`src/rtl/tdm_demux4.sv`:
```
// tdm_demux4: 4-slot serial TDM demultiplexer; optional even-parity frame check via TDM_PARITY_EN
module tdm_demux4 (
   input  logic       clk,
   input  logic       reset_n,
   input  logic       din,
   input  logic       din_valid,
   input  logic       frame_sync,
   output logic [3:0] out,
   output logic       frame_done,
   output logic [1:0] slot,
   output logic       err,
   output logic [9:0] LED
);
`ifdef TDM_PARITY_EN
   typedef enum logic [1:0] {IDLE, RECV, CHECK} state_t;
`else
   typedef enum logic [1:0] {IDLE, RECV} state_t;
`endif
   state_t     state;
   logic [3:0] shadow;
   logic [3:0] shadow_nxt;
   // shadow with the current bit merged into its slot, so a completing frame can load out directly
   always_comb begin
      shadow_nxt       = shadow;
      shadow_nxt[slot] = din;
   end
   // frame FSM: sync always (re)starts a frame; valid bits advance the slot; the last bit completes it
   always_ff @(posedge clk or negedge reset_n) begin
      if (!reset_n) begin
         state      <= IDLE;
         shadow     <= 4'b0;
         out        <= 4'b0;
         slot       <= 2'd0;
         frame_done <= 1'b0;
         err        <= 1'b0;
      end else begin
         frame_done <= 1'b0;
         if (din_valid) begin
            if (frame_sync) begin
               shadow <= {3'b0, din};
               slot   <= 2'd1;
               state  <= RECV;
            end else if (state == RECV) begin
               shadow <= shadow_nxt;
               slot   <= slot + 2'd1;
`ifdef TDM_PARITY_EN
               if (slot == 2'd3) state <= CHECK;
`else
               if (slot == 2'd3) begin
                  out        <= shadow_nxt;
                  frame_done <= 1'b1;
                  state      <= IDLE;
               end
`endif
            end
`ifdef TDM_PARITY_EN
            else if (state == CHECK) begin
               state <= IDLE;
               if (^{shadow, din} == 1'b0) begin
                  out        <= shadow;
                  frame_done <= 1'b1;
                  err        <= 1'b0;
               end else begin
                  err <= 1'b1;
               end
            end
`endif
         end
      end
   end
   assign LED = {2'b00, state != IDLE, err, slot, out};
endmodule

```
`config.mk`:
```
export PLATFORM = sky130hd
export DESIGN_NAME = tdm_demux4
export DESIGN_NICKNAME = d
export VERILOG_FILES = /design/src/rtl/tdm_demux4.sv
export SDC_FILE = /design/constraint.sdc
export NUM_CORES = 1
export LEC_CHECK = 0
export ABC_CLOCK_PERIOD_IN_PS = 1350
export CAP_MARGIN = 20
export CELL_PAD_IN_SITES_DETAIL_PLACEMENT = 0
export CELL_PAD_IN_SITES_GLOBAL_PLACEMENT = 1
export CORE_AREA = 2 2 49 51
export DETAILED_ROUTE_END_ITERATION = 12
export DIE_AREA = 0 0 51 53
export PLACE_DENSITY_LB_ADDON = 0.1
export SETUP_SLACK_MARGIN = 0.4
export SLEW_MARGIN = 0
export SYNTH_ARGS = -nofsm -noshare
export SYNTH_HDL_FRONTEND = slang
export SYNTH_SLANG_ARGS = --single-unit
```
`constraint.sdc`:
```
create_clock -name clk -period 1.35 [get_ports clk]
set_clock_uncertainty 0.15 [all_clocks]
set_input_delay 0.3375 -clock clk [delete_from_list [all_inputs] [get_ports clk]]
set_output_delay 0.3375 -clock clk [all_outputs]
set_load 0.01 [all_outputs]
```
; ---- After elaboration in Yosys (flattened, before gate mapping)
; Cells that the tools add are included.
[totals]
register_bits = 13
latchBits = 0
ram_bits = 0
romBits = 0
inputBits = 5
out_inout_bits = 18
word_cells = 32
memories = 0
[op_classes]
addsub = 1
n_mul = 0
div_mod_pow = 0
magnitude_cmp = 2
n_eq_ne = 2
shifts = 0
muxes = 14
bitwise = 1
reduce_logical = 7
[op_table]
columns = cell, count
row1 = $mux W2, 5
row2 = $mux W4, 2
row3 = $reduce_bool A2 Y1, 3
row4 = $mux W1, 5
row5 = $bwmux W4, 1
row6 = $reduce_and A4 Y1, 1
row7 = $lt A2 B3 Y1 const B, 1
row8 = $reduce_and A3 Y1, 1
row9 = $add A2 B1 Y2 const B, 1
row10 = $demux W1 S2, 1
row11 = $eq A2 B1 Y1 const B, 1
row12 = $eq A2 B2 Y1 const B, 1
row13 = $ge A2 B1 Y1 const B, 1
row14 = $reduce_and A2 Y1, 1
row15 = $logic_and A1 B1 Y1, 1
row16 = $not A1 Y1, 1

; ---- Longest topological paths before layout
[depth]
word_depth = 7
ltp_mapped = 5
depth_no_buf = 5

; ---- Least setup slack after synthesis
; OpenSTA, ideal clock, no wires.
[synth_timing]
path_type = reg-to-reg
from = register slot[0]
to = register shadow[2]
setup_ns = 0.124
arrival_time_ns = 1.028
required_time_ns = 1.076
path_slack_ns = 0.048
stages_incl_launch_ff = 5
path_buffers = 0
synth_period_minus_slack_ns = 1.302
cell_sequence = dfrtp_1 > inv_1 > ha_1 > a32oi_1 > o2bb2ai_1
[synth_between]
elab_chain_cells = 7
word_cells_on_any_way = 8
classes_between = order compare (2) / mux (5) / reduce/logical (1)
[synth_lines]
columns = element, line
row1 = start: declaration, 10  ; output logic [1:0] slot,
row2 = start signal: assignment, 45  ; slot <= slot + 2'd1;
row3 = $lt A2 B3 Y1 (not written as such) or $ge A2 B1 Y1 (tied branches), 25  ; shadow_nxt[slot] = din;
row4 = $logic_and A1 B1 Y1 (not written as such), 25
row5 = $mux W1 (not written as such), 25
row6 = $demux W1 S2 *, 25
row7 = $bwmux W4 *, 25
row8 = $mux W4 *, 43  ; end else if (state == RECV) begin
row9 = $mux W4 *, 39  ; if (frame_sync) begin
row10 = end signal: assignment, 40  ; shadow <= {3'b0, din};
row11 = end signal: assignment, 44  ; shadow <= shadow_nxt;
row12 = end: declaration, 20  ; logic [3:0] shadow;
; Every way passes the cells marked *; elsewhere a longest branch is shown, timed or not. The select of a mux whose other input is x is not followed.
; A chain may end at the register's enable or synchronous reset.

; ---- Final worst setup path
[layout_timing]
from = register slot[0]
to = register out[0]
[layout_between]
elab_chain_cells = 5
word_cells_on_any_way = 8
classes_between = order compare (2) / eq/ne (1) / mux (3) / reduce/logical (2)
[layout_lines]
columns = element, line
row1 = $lt A2 B3 Y1 (not written as such) or $ge A2 B1 Y1 (tied branches), 25
row2 = $logic_and A1 B1 Y1 (not written as such), 25
row3 = $mux W1 (not written as such), 25
row4 = $demux W1 S2, 25
row5 = $bwmux W4, 25
row6 = end signal: assignment, 50  ; out <= shadow_nxt;
row7 = end: declaration, 8  ; output logic [3:0] out,
; Several ways; a longest one is shown, not always the timed one.

==> impl_results.md <==
- Status: complete, but fails checks
- Failing checks: setup timing
- Fin crit share: 104%
- DIE WIDTH: 51 µm
- Final Slew Violations: 0
- Share of cells above drive strength 1: 59.1%
- Antenna-violating nets left: 0
- Skew-Pair Late Insertion Delay: 0.27 ns
- Die footprint: 2700 µm²
- CTS buffer count: 3
- GRT Total Usage: 13.2%
- Largest net degree at the start of global routing: 12
- Via-per-instance ratio: 4.51
- Top-level port count: 23
- Xor/xnor share of the synthesized area: 0%
- Total iterations of the first detailed-routing run: 2
- DRC Markers: 0
- Most frequent cells in the layout: buf_2, buf_4, dfrtp_1
- GP Congestion: 0.720
- First-pass GRT wire length: 2.53 mm
- Post-synthesis mux area share: 4.71%
- H-tree depth: 1
- Final Hold Slack: 0.217 ns
- Hold Vio Cnt, Final: 0
- Synth Area in Adders: 7.84%
- Unrepaired setup endpoints after global routing: true
- HPWL Detailed: 1.02 mm
- Pre-CTS setup slack: -0.330 ns
- #FFs+latches synth: 11
- CTS Sinks: 11
- Worst R2R End: out[0]$_DFFE_PN0P_
- Setup slack after layout: -0.0549 ns
- Worst Path Required: 1.36 ns
- Port Buffer Count: 18
- Setup CP Type: flop to flop
- Main combinational cell family by area after synthesis: compound AO/OA/AOI/OAI gates
- Reg2reg path depth: 6
- Avg Cell Area, Syn: 9.97 µm²
- Setup violators final: 5
- Initial drt markers: 4
- Maximum vdd drop: 1.09 mV
- Reg-to-Reg Start: slot[0]$_DFFE_PN0P_
- Die Ht: 53 µm
- Vias in the first global route: 530
- Critical path startpoint category: flop
- Core box area: 2150 µm²
- Nets: 103
- Ys Warns: 1
- Routed vias: 546
- CTS tree: yes
- CP Capture Type: flop
- # rows: 17
- Number of distinct library cells after synthesis: 17
- Simple logic cell fraction of the synthesized area: 11.0%
- Crit Path Max Fanout: 4
- Grt total ovfl: 0
- R2R setup slack: -0.05 ns
- Worst path arrival time: 1.41 ns
- Number of diodes: 0
- Sequential area share after synthesis: 43.1%
- Area Growth Syn to Fin: 58.2%
- PD cells: 2220 nW/µm²
- Cell area after synthesis: 638 µm²
- CTS root buf: clkbuf_4
- Max_cap viols: 0
- Worst-case clock buffer depth: 2
- Clk slew on worst S/H paths: 0.07 ns
- Initial core utilization: 29.7%
- Post-synthesis compound-gate area fraction: 16.5%
- WL per Instance: 12.6 µm
- Layout fillers: 227
- FMAX: 712 MHz
- Final WL: 1.52 mm
- Hold Path Class: primary input to asynchronous set/reset pin
- Initial antenna violation count: 0
- Leak: 0.472 nW
- Most common cell after layout, fill and taps aside: buf_2
- Minimum clock period: 1.40 ns
- Synth Instances: 64
what timing repair did:
action | 4_1_cts | 5_1_grt
hold buffers | 0 | 0
setup buffers | 2 | 5
resized for setup | 72 | 12
endpoints found under the hold margin | 0 | 0
pin swaps | 11 | 10
gates cloned | 1 | 0
setup endpoints to repair | 25 | 25
where the power goes:
group	switching (W)	leakage (nW)	internal [W]
clock network	0.000118	0.0150	0.000114
registers	0.000108	0.137	0.000475
logic	0.000677	0.320	0.000747
stage by stage:
stage | utilization, % | std cells | total power [W] | cell area (µm²) | setup TNS (ns)
after global placement | 41.6 | 109 | 0.00179 | 895 | -2.83
after floorplan | - | 67 | 0.00137 | 726 | 0
after detailed placement | 41.6 | 109 | 0.00178 | 895 | -3.20
final | 47.0 | 121 | 0.00224 | 1010 | -0.201
after global routing | 47.0 | 121 | 0.00242 | 1010 | -0.666
after CTS | 43.2 | 116 | 0.00206 | 928 | -0.409
cell usage after synthesis:
master / n / area (µm²)
a21oi_1: 1 / 5.00
a22o_2: 1 / 10.0
a32oi_1: 2 / 17.5
and2_4: 1 / 8.76
buf_2: 2 / 10.0
buf_4: 10 / 75.1
conb_1: 1 / 3.75
dfrtp_1: 11 / 275
ha_1: 4 / 50.1
inv_1: 5 / 18.8
mux2i_1: 3 / 30.0
nand2_1: 9 / 33.8
nand4b_4: 1 / 23.8
nor2_1: 1 / 3.75
o21ai_0: 8 / 40.0
o2bb2ai_1: 2 / 17.5
o31ai_1: 2 / 15.0
cell families (layout without fill, tap and decap cells):
family	after synthesis	after routing
other	1	4
adder cells (fa/ha/maj)	4	4
flip-flops	11	11
multiplexers	3	3
AND/OR/NAND/NOR	12	13
AO/OA/AOI/OAI	16	16
buffers and inverters	17	42
flip-flops by register name (all words and copies together) (netlist names):
register / cells
out: 4
shadow: 3
frame_done: 1
slot: 2
state: 1
how the worst max path moves through the flow:
stage	startpoint	end	slack [ns]	cells after the start
CTS	slot[0]$_DFFE_PN0P_	shadow[2]$_DFFE_PN0P_	-0.10	7
floorplan	slot[1]$_DFFE_PN0P_	shadow[1]$_DFFE_PN0P_	0.13	5
finish	slot[0]$_DFFE_PN0P_	out[0]$_DFFE_PN0P_	-0.05	6
global placement	din_valid	slot[1]$_DFFE_PN0P_	-0.29	4
global route	slot[0]$_DFFE_PN0P_	out[0]$_DFFE_PN0P_	-0.12	6
detailed placement	din_valid	slot[1]$_DFFE_PN0P_	-0.33	4
layout make-up:
type / count / area (µm²) / area share [%]
well taps: 28 / 35.0 / 3.47
clock buffers: 4 / 26.3 / 2.60
flip-flops and latches: 11 / 278 / 27.5
multi-input cells: 40 / 400 / 39.7
repair buffers: 33 / 244 / 24.2
inverters: 5 / 26.3 / 2.60
worst max-delay path, cell delays in order (launching register included):
cell	delay, ns
dfrtp_2	0.43
buf_6	0.12
buf_6	0.12
inv_6	0.06
ha_4	0.15
mux2i_1	0.19
o21ai_1	0.07
metal layers:
metal / track usage, % / wire length (µm)
met5: 0 / 0
met2: 20.8 / 758
met4: 10.8 / 27
met3: 2.26 / 78
met1: 15.8 / 658
(Power assumes the default switching activity.)
